**src/rtl/rom_loader_pkg.sv**
```systemverilog
// Shared definitions for the boot-time ROM loader: FSM encoding, frame marker
// and UART bit-timing helper.
package rom_loader_pkg;

  typedef enum logic [2:0] {
    ST_IDLE   = 3'd0,
    ST_LEN_LO = 3'd1,
    ST_LEN_HI = 3'd2,
    ST_DATA   = 3'd3,
    ST_CSUM   = 3'd4,
    ST_DONE   = 3'd5,
    ST_ERR    = 3'd6
  } load_state_e;

  localparam logic [7:0] SYNC_BYTE_DEFAULT = 8'hA5;

  function automatic int unsigned clks_per_bit(input int unsigned clk_freq,
                                               input int unsigned baud);
    return clk_freq / baud;
  endfunction

endpackage

```
**src/rtl/uart_rx_byte.sv**
```systemverilog
// 8N1 UART receiver: synchronises rx, rejects short start glitches and emits a
// one-cycle byte_valid or frame_err per received character.
module uart_rx_byte #(
  parameter int unsigned CLKS_PER_BIT = 16
) (
  input  logic       clk,
  input  logic       rst,
  input  logic       rx,
  output logic       byte_valid,
  output logic [7:0] byte_data,
  output logic       frame_err
);

  localparam int unsigned CNT_W = $clog2(CLKS_PER_BIT + 1);
  localparam logic [CNT_W-1:0] HALF_M1 = CNT_W'(CLKS_PER_BIT / 2 - 1);
  localparam logic [CNT_W-1:0] FULL_M1 = CNT_W'(CLKS_PER_BIT - 1);

  typedef enum logic [1:0] {RX_IDLE, RX_START, RX_DATA, RX_STOP} rx_state_e;

  rx_state_e        state, state_d;
  logic [CNT_W-1:0] cnt, cnt_d;
  logic [2:0]       bit_idx, bit_idx_d;
  logic [7:0]       shreg, shreg_d;
  logic [7:0]       byte_data_d;
  logic             byte_valid_d, frame_err_d;
  logic             rx_meta, rx_sync, rx_prev;

  // Two-flop synchroniser plus one delayed copy for falling-edge detection
  always_ff @(posedge clk or posedge rst) begin
    if (rst) begin
      rx_meta <= 1'b1;
      rx_sync <= 1'b1;
      rx_prev <= 1'b1;
    end else begin
      rx_meta <= rx;
      rx_sync <= rx_meta;
      rx_prev <= rx_sync;
    end
  end

  always_ff @(posedge clk or posedge rst) begin
    if (rst) begin
      state      <= RX_IDLE;
      cnt        <= '0;
      bit_idx    <= '0;
      shreg      <= '0;
      byte_valid <= 1'b0;
      byte_data  <= '0;
      frame_err  <= 1'b0;
    end else begin
      state      <= state_d;
      cnt        <= cnt_d;
      bit_idx    <= bit_idx_d;
      shreg      <= shreg_d;
      byte_valid <= byte_valid_d;
      byte_data  <= byte_data_d;
      frame_err  <= frame_err_d;
    end
  end

  always_comb begin
    state_d      = state;
    cnt_d        = cnt + CNT_W'(1);
    bit_idx_d    = bit_idx;
    shreg_d      = shreg;
    byte_valid_d = 1'b0;
    byte_data_d  = byte_data;
    frame_err_d  = 1'b0;
    unique case (state)
      RX_IDLE: begin
        cnt_d = '0;
        if (rx_prev && !rx_sync) state_d = RX_START;
      end
      RX_START: begin
        // A start bit still low at mid-bit is genuine; anything else is noise
        if (cnt == HALF_M1) begin
          cnt_d     = '0;
          bit_idx_d = '0;
          state_d   = rx_sync ? RX_IDLE : RX_DATA;
        end
      end
      RX_DATA: begin
        if (cnt == FULL_M1) begin
          cnt_d     = '0;
          shreg_d   = {rx_sync, shreg[7:1]};
          bit_idx_d = bit_idx + 3'd1;
          if (bit_idx == 3'd7) state_d = RX_STOP;
        end
      end
      RX_STOP: begin
        if (cnt == FULL_M1) begin
          cnt_d   = '0;
          state_d = RX_IDLE;
          if (rx_sync) begin
            byte_valid_d = 1'b1;
            byte_data_d  = shreg;
          end else begin
            frame_err_d = 1'b1;
          end
        end
      end
      default: state_d = RX_IDLE;
    endcase
  end

endmodule

```
**src/rtl/rom_uart_loader.sv**
```systemverilog
// Boot loader: receives a framed, checksummed program image over UART, writes it
// into the instruction ROM and releases the core once the image is verified.
module rom_uart_loader
  import rom_loader_pkg::*;
#(
  parameter int unsigned CLK_FREQ  = 50000000,
  parameter int unsigned BAUD      = 115200,
  parameter int unsigned ADDR_W    = 12,
  parameter logic [7:0]  SYNC_BYTE = SYNC_BYTE_DEFAULT
) (
  input  logic              clk,
  input  logic              rst,
  input  logic              uart_rx,
  output logic              rom_we,
  output logic [ADDR_W-1:0] rom_addr,
  output logic [31:0]       rom_wdata,
  output logic              core_hold,
  output logic              load_done,
  output logic              load_err
);

  localparam int unsigned CLKS_PER_BIT = clks_per_bit(CLK_FREQ, BAUD);
  localparam int unsigned DEPTH        = 32'(1) << ADDR_W;

  logic       byte_valid, frame_err;
  logic [7:0] byte_data;

  uart_rx_byte #(.CLKS_PER_BIT(CLKS_PER_BIT)) u_rx (
    .clk        (clk),
    .rst        (rst),
    .rx         (uart_rx),
    .byte_valid (byte_valid),
    .byte_data  (byte_data),
    .frame_err  (frame_err)
  );

  load_state_e       state, state_d;
  logic [15:0]       len, len_d;
  logic [7:0]        sum, sum_d;
  logic [ADDR_W-1:0] word_idx, word_idx_d;
  logic [1:0]        byte_idx, byte_idx_d;
  logic [31:0]       word_buf, word_buf_d;
  logic              rom_we_d, core_hold_d, load_done_d, load_err_d;
  logic [ADDR_W-1:0] rom_addr_d;
  logic [31:0]       rom_wdata_d;
  logic [15:0]       len_hi_val;

  assign len_hi_val = {byte_data, len[7:0]};

  always_ff @(posedge clk or posedge rst) begin
    if (rst) begin
      state     <= ST_IDLE;
      len       <= '0;
      sum       <= '0;
      word_idx  <= '0;
      byte_idx  <= '0;
      word_buf  <= '0;
      rom_we    <= 1'b0;
      rom_addr  <= '0;
      rom_wdata <= '0;
      core_hold <= 1'b1;
      load_done <= 1'b0;
      load_err  <= 1'b0;
    end else begin
      state     <= state_d;
      len       <= len_d;
      sum       <= sum_d;
      word_idx  <= word_idx_d;
      byte_idx  <= byte_idx_d;
      word_buf  <= word_buf_d;
      rom_we    <= rom_we_d;
      rom_addr  <= rom_addr_d;
      rom_wdata <= rom_wdata_d;
      core_hold <= core_hold_d;
      load_done <= load_done_d;
      load_err  <= load_err_d;
    end
  end

  always_comb begin
    state_d     = state;
    len_d       = len;
    sum_d       = sum;
    word_idx_d  = word_idx;
    byte_idx_d  = byte_idx;
    word_buf_d  = word_buf;
    rom_we_d    = 1'b0;
    rom_addr_d  = rom_addr;
    rom_wdata_d = rom_wdata;

    if (frame_err && (state == ST_LEN_LO || state == ST_LEN_HI ||
                      state == ST_DATA   || state == ST_CSUM)) begin
      state_d = ST_ERR;
    end else if (byte_valid) begin
      unique case (state)
        ST_IDLE, ST_DONE, ST_ERR: begin
          if (byte_data == SYNC_BYTE) begin
            state_d    = ST_LEN_LO;
            sum_d      = '0;
            word_idx_d = '0;
            byte_idx_d = '0;
          end
        end
        ST_LEN_LO: begin
          len_d   = {len[15:8], byte_data};
          state_d = ST_LEN_HI;
        end
        ST_LEN_HI: begin
          len_d = len_hi_val;
          if (32'(len_hi_val) > DEPTH)  state_d = ST_ERR;
          else if (len_hi_val == 16'd0) state_d = ST_CSUM;
          else                          state_d = ST_DATA;
        end
        ST_DATA: begin
          word_buf_d[{byte_idx, 3'b000} +: 8] = byte_data;
          sum_d      = sum + byte_data;
          byte_idx_d = byte_idx + 2'd1;
          // Fourth byte completes a little-endian word: commit it to ROM
          if (byte_idx == 2'd3) begin
            rom_we_d    = 1'b1;
            rom_addr_d  = word_idx;
            rom_wdata_d = word_buf_d;
            word_idx_d  = word_idx + ADDR_W'(1);
            if (32'(word_idx) == 32'(len) - 32'd1) state_d = ST_CSUM;
          end
        end
        ST_CSUM: state_d = (byte_data == sum) ? ST_DONE : ST_ERR;
        default: state_d = ST_IDLE;
      endcase
    end

    core_hold_d = (state_d != ST_DONE);
    load_done_d = (state_d == ST_DONE);
    load_err_d  = (state_d == ST_ERR);
  end

endmodule

```
**config.mk**
```make
export PLATFORM = sky130hd
export DESIGN_NAME = rom_uart_loader
export DESIGN_NICKNAME = d
export VERILOG_FILES = /design/src/rtl/rom_loader_pkg.sv /design/src/rtl/uart_rx_byte.sv /design/src/rtl/rom_uart_loader.sv
export SDC_FILE = /design/constraint.sdc
export NUM_CORES = 1
export LEC_CHECK = 0
export CORE_ASPECT_RATIO = 0.7
export CORE_MARGIN = 2
export CORE_UTILIZATION = 50
export DETAILED_ROUTE_END_ITERATION = 12
export GPL_ROUTABILITY_DRIVEN = 0
export PLACE_DENSITY = 0.72
export SLEW_MARGIN = 10
export SYNTH_ARGS = -nofsm -noshare
export SYNTH_HDL_FRONTEND = slang
export SYNTH_SLANG_ARGS = --single-unit
```
**constraint.sdc**
```tcl
create_clock -name clk -period 5.6 [get_ports clk]
set_clock_uncertainty 0.2 [all_clocks]
set_input_delay 1.12 -clock clk [delete_from_list [all_inputs] [get_ports clk]]
set_output_delay 1.12 -clock clk [all_outputs]
set_load 0.02 [all_outputs]
```
# After elaboration in Yosys (flattened, before gate mapping)
# Cells that the tools add are included.
# op_classes
n_reduce_logical	23
eq_ne	26
bitwise_logic	3
n_shift	2
n_mux	41
n_div	0
magnitude_cmp	1
n_mul	0
add_sub_neg	7
# ops
op	count
bitwise mux 32 bit	1
== test 12 x 32 -> 1 bit	1
case mux 16 bit (2 select lines)	1
variable shift 8 x 7 -> 32 bit, first input constant	1
variable part select 8 x 7 -> 32 bit	1
2-to-1 mux 3 bit	9
case mux 9 bit (3 select lines)	1
2-to-1 mux 12 bit	2
case mux 12 bit (2 select lines)	1
== test 3 bit, second input constant	6
2-to-1 mux 9 bit	2
subtractor 16 x 1 -> 17 bit, second input constant	1
greater-than comparator 16 x 13 -> 1 bit, second input constant	1
zero test 16 bit	1
2-to-1 mux 2 bit	8
case mux 8 bit (2 select lines)	1
AND reduction 4 bit	4
case mux 3 bit (5 select lines)	1
adder 12 x 1 -> 12 bit, second input constant	1
inequality test 2 x 1 -> 1 bit, second input constant	6
2-to-1 mux 1 bit	10
AND reduction 5 bit	2
adder 9 x 1 -> 9 bit, second input constant	1
== test 9 x 8 -> 1 bit, second input constant	1
28 further kinds	39
# totals
ram_bits	0
wordCells	126
output_inout_bits	48
latchBits	0
register_bits	156
inputBits	3
n_memories	0
mem_bits_ro	0

# Logic depth before layout (Yosys ltp)
# depth
ltp_word	8
ltp_mapped	11
ltp_nobuf	10

# By module
# A second synthesis with hierarchy kept.
# unflattened
cells_unflattened	727
hier_area_um2	7732.4
# modules_own_cells
mod	seq_area_each_um2	cells_per_inst	n_inst	area_per_inst_um2
rom_uart_loader	3029.2	603	1	6143.4
uart_rx_byte	879.6	124	1	1589.0

# Least setup slack after synthesis
# Ideal clock, no wire load.
# synth_path
path_kind	register to register
startpoint	register len[0]
endpoint	register core_hold
synth_period_minus_slack_ns	2.696
setup_slack_ns	2.904
required_ns	5.318
n_path_buf	1
arrival_ns	2.415
setup_ns	0.082
stages_incl_launch_ff	10
path_cell_list	dfrtp_1 -> inv_1 -> ha_1 -> clkbuf_1 -> nand2_1 -> or4_2 -> a211oi_1 -> o2111ai_1 -> o31a_1 -> a211o_1
# synth_via
elab_chain_len	8
elab_cells_between_ends	12
cone_classes	add/sub (1); order compare (1); eq/ne (2); mux (7); reduce/logical (1)
# synth_rtl
item	line_no	source
start, declared	rom_uart_loader.sv:38	logic [15:0] len, len_d;
start signal, assigned	rom_uart_loader.sv:66	len <= len_d;
subtractor 16 x 1 -> 17 bit	rom_uart_loader.sv:124	if (32'(word_idx) == 32'(len) - 32'd1) state_d = ST_CSUM;
== test 12 x 32 -> 1 bit	rom_uart_loader.sv:124	
2-to-1 mux 3 bit	rom_uart_loader.sv:124	
2-to-1 mux 3 bit	rom_uart_loader.sv:119	if (byte_idx == 2'd3) begin
case mux 3 bit (5 select lines) *	rom_uart_loader.sv:95	unique case (state)
2-to-1 mux 3 bit *	rom_uart_loader.sv:94	end else if (byte_valid) begin
2-to-1 mux 3 bit *	rom_uart_loader.sv:91	if (frame_err && (state == ST_LEN_LO || state == ST_LEN_HI ||
via state_d[1]	rom_uart_loader.sv:37	load_state_e state, state_d;
inequality test 3 bit *	rom_uart_loader.sv:132	core_hold_d = (state_d != ST_DONE);
via core_hold_d	rom_uart_loader.sv:43	logic rom_we_d, core_hold_d, load_done_d, load_err_d;
end signal, assigned	rom_uart_loader.sv:74	core_hold <= core_hold_d;
end, declared	rom_uart_loader.sv:17	output logic core_hold,
# The timed path passes the listed nets; every way through them passes the cells marked *.
# A chain may end at the register's enable or synchronous reset.

# Worst setup path in the final report
# layout_path
startpoint	register state[0]
endpoint	register rom_wdata[9]
# layout_via
elab_chain_len	7
elab_cells_between_ends	10
cone_classes	eq/ne (4); bitwise (1); reduce/logical (5)
# layout_rtl
item	line_no	source
start, declared	rom_uart_loader.sv:37	
start signal, assigned	rom_uart_loader.sv:65	state <= state_d;
== test 3 x 1 -> 1 bit / == test 3 x 2 -> 1 bit (equally long branches)	rom_uart_loader.sv:91	
logical OR 1 bit (2 in a row)	rom_uart_loader.sv:91	
logical OR 1 bit	rom_uart_loader.sv:92	state == ST_DATA || state == ST_CSUM)) begin
logical AND 1 bit	rom_uart_loader.sv:91	
NOT 1 bit (no source line)	n/a	
AND reduction 4 bit (no source line) *	n/a	
end signal, assigned	rom_uart_loader.sv:73	rom_wdata <= rom_wdata_d;
end, declared	rom_uart_loader.sv:16	output logic [31:0] rom_wdata,
# Every way passes the cells marked *; elsewhere a longest branch is shown, timed or not.

==> impl_metrics.env <==
export IMPL_cts_resized=0
export IMPL_first_pass_iters=5
export IMPL_clock_latency_ns=0.43
export IMPL_async_flop_share=1.00
export IMPL_crit_family="buffers and inverters"
export IMPL_rows=38
export IMPL_clock_power_share=0.477
export IMPL_htreeDepth=4
export IMPL_tritoncts="done"
export IMPL_root_buffer="clkbuf_16"
export IMPL_synth_edf_count=0
export IMPL_start_util=0.505
export IMPL_vias_per_cell=5.90
export IMPL_diodes=0
export IMPL_io_buffers=50
export IMPL_power_density_mw_per_mm2=285
export IMPL_grt_usage=0.219
export IMPL_synth_simple_gate_area_share=0.169
export IMPL_max_vdd_ir_drop_v=0.000314
export IMPL_period_share=0.612
export IMPL_synth_flop_cell="dfrtp_1"
export IMPL_final_cell_mix="152 x dfrtp_1, 77 x a21oi_1, 75 x nor2_1, 50 x clkdlybuf4s50_1, 44 x nand2_1"
export IMPL_via_count=5837
export IMPL_die_w_um=153
export IMPL_crit_fanout=47
export IMPL_drc_errors=0
export IMPL_ctsHoldBuffers=0
export IMPL_path_buf_inv=3
export IMPL_multi_input_area_mm2=0.00359
export IMPL_hold_violations=0
export IMPL_endpoint_kind="flop"
export IMPL_worstMarginPinSlew_ns=0.973
export IMPL_synth_compound_area_share=0.151
export IMPL_fmax_mhz=292
export IMPL_final_cells=990
export IMPL_cp_data_arrival_time_ns=3.57
export IMPL_ant_nets=0
export IMPL_ios=51
export IMPL_fin_crit_ns=3.43
export IMPL_numCtsBuffers=17
export IMPL_cellLeakagePower_nw=4.22
export IMPL_drv_slew=0
export IMPL_wl_per_cell_um=17.9
export IMPL_synth_seq_cells=156
export IMPL_drive_gt1_frac=0.123
export IMPL_seqPwrFrac=0.456
export IMPL_syn_nets=767
export IMPL_synthesis_area_mm2=0.00774
export IMPL_grt_pass1_vias=5602
export IMPL_synth_xor_area_share=0.0385
export IMPL_die_area_mm2=0.0165
export IMPL_setup_viol=0
export IMPL_core_area_mm2=0.0153
export IMPL_cp_cell_sequence="o21ai_0, o221ai_1, nor2_1, buf_4, nand2_1, inv_2, buf_4, nor2_1, a21oi_1"
export IMPL_drt_iter0_drc=478
export IMPL_comb_power_share=0.068
export IMPL_rsz0062_at_grt="false"
export IMPL_die_y_um=108
export IMPL_cts_buffer_depth=2
export IMPL_critPathMaxStageDelay_ns=0.66
export IMPL_post_cts_buffers=0
export IMPL_fin_area_mm2=0.00900
export IMPL_synth_avg_cell_area_um2=10.5
export IMPL_wl_mm=17.7
export IMPL_required_ns=5.75
export IMPL_nets=807
export IMPL_clkTransAtPathRegs_ns=0.06
export IMPL_min_path_cells=0
export IMPL_outcome="finished, final reports clean"
export IMPL_min_path_type="reg -> reg"
export IMPL_fill_cells=1262
export IMPL_place_inst=960
export IMPL_ys_types=69
export IMPL_synthesis_instances=739
export IMPL_antenna_found_initial=0
export IMPL_synthMuxAreaShare=0.0636
export IMPL_tns_ns=0
export IMPL_cp_depth=9
export IMPL_yosysSeqAreaShare=0.505
export IMPL_worst_slack_ns=2.17
export IMPL_netSwitchingPower_uw=582
export IMPL_setup_worst_path_class="reg -> reg"
export IMPL_regArea_mm2=0.00391
export IMPL_area_growth_pct=16.3
export IMPL_grt_ovfl_total=0
export IMPL_ys_warn_count=0
export IMPL_cp_slowest_cell="inv_2"
export IMPL_start_kind="flop"
export IMPL_clock_sinks=156
export IMPL_internal_power_mw=1.98
export IMPL_final_common_cell="dfrtp_1"
export IMPL_hpwl_mm=12.0
export IMPL_placed_area_mm2=0.00838
export IMPL_rr_worst_depth=9
export IMPL_synth_top_family_by_area="simple AND/OR/NAND/NOR gates"
export IMPL_switching_share=0.227
export IMPL_slew_headroom=0.346
export IMPL_place_ws_ns=2.21
export IMPL_grt_max_degree=79
export IMPL_cap_violations=0
export IMPL_grt_pass1_wl_mm=28.6
export IMPL_synth_adder_area_share=0.0427
## layout make-up
class,count,share of cell area
Sequential cell,156,0.434
Multi-Input combinational cell,527,0.399
Timing Repair Buffer,56,0.0606
Clock buffer,24,0.0535
Tap cell,200,0.0278
Clock inverter,6,0.0150
Inverter,21,0.00931
## metal layers
layer,vias up,part of all wire,track usage
met5,-,0,0
met4,0,0.015,0.0701
met3,26,0.049,0.0429
met2,169,0.44,0.332
met1,2917,0.49,0.321
li1,2725,-,-
## flip-flops by register name (all words and copies together), names as in the netlist, 9 cells and up, named ones only
name and flops:
len 16, word_idx 12, rom_wdata 32, word_buf 32, rom_addr 12, u_rx.cnt 9
## per-stage QoR
step / power, mW / utilization / hold slack, ns
global route: 2.65 / 0.588 / 0.163
global placement: 1.34 / 0.548 / 0.146
floorplan: 1.31 / - / 0.145
finish: 2.56 / 0.588 / 0.156
detailed placement: 1.35 / 0.548 / 0.149
CTS: 2.57 / 0.588 / 0.158
## synthesized netlist by cell type (all sizes together) (3+ instances only)
library cell / instances / area share
or2: 5 / 0.0040
a21o: 3 / 0.0029
mux2i: 3 / 0.0039
nor2b: 37 / 0.030
mux2: 41 / 0.060
nor4: 6 / 0.0076
clkbuf: 26 / 0.013
buf: 9 / 0.0074
nor4bb: 4 / 0.0052
inv: 20 / 0.0097
a31oi: 4 / 0.0032
nand4: 10 / 0.0081
ha: 24 / 0.039
a21oi: 77 / 0.050
nand2: 44 / 0.021
nor3: 10 / 0.0065
nand3: 13 / 0.0091
dfstp: 4 / 0.014
dfrtp: 152 / 0.49
xnor2: 19 / 0.022
a22o: 40 / 0.045
nor2: 75 / 0.036
nand2b: 6 / 0.0049
o21ai: 21 / 0.014
xor2: 15 / 0.017
o211ai: 4 / 0.0039
and3: 18 / 0.015
## power by group through the flow
stage	logic (mW)	registers [mW]	clock network, mW
3_3_place_gp	0.152	1.18	0
2_1_floorplan	0.127	1.18	0
3_5_place_dp	0.166	1.19	0
6_report	0.173	1.17	1.22
4_1_cts	0.175	1.17	1.23
5_1_grt	0.198	1.17	1.28
## logic make-up (layout without fill, tap and decap cells)
logic type	after synthesis	after routing
fa+ha+maj	26	26
flops	156	156
mux	44	44
compound gates	176	176
buf+inv	56	107
simple gates	247	247
xor+xnor	34	34
## path summary, 6_finish.rpt
check,startpoint,endpoint,slack (ns)
min in group asynchronous,rst,u_rx.shreg[6]$_DFFE_PP0P_,0.99
max in group asynchronous,rst,rom_wdata[22]$_DFFE_PP0P_,3.20
min reg2reg,u_rx.rx_meta$_DFF_PP1_,u_rx.rx_sync$_DFF_PP1_,0.16
max,state[0]$_DFF_PP0_,rom_wdata[9]$_DFFE_PP0P_,2.17
min,u_rx.rx_meta$_DFF_PP1_,u_rx.rx_sync$_DFF_PP1_,0.16
max reg2reg,state[0]$_DFF_PP0_,rom_wdata[9]$_DFFE_PP0P_,2.17
Power figures use the tool's default switching activity.
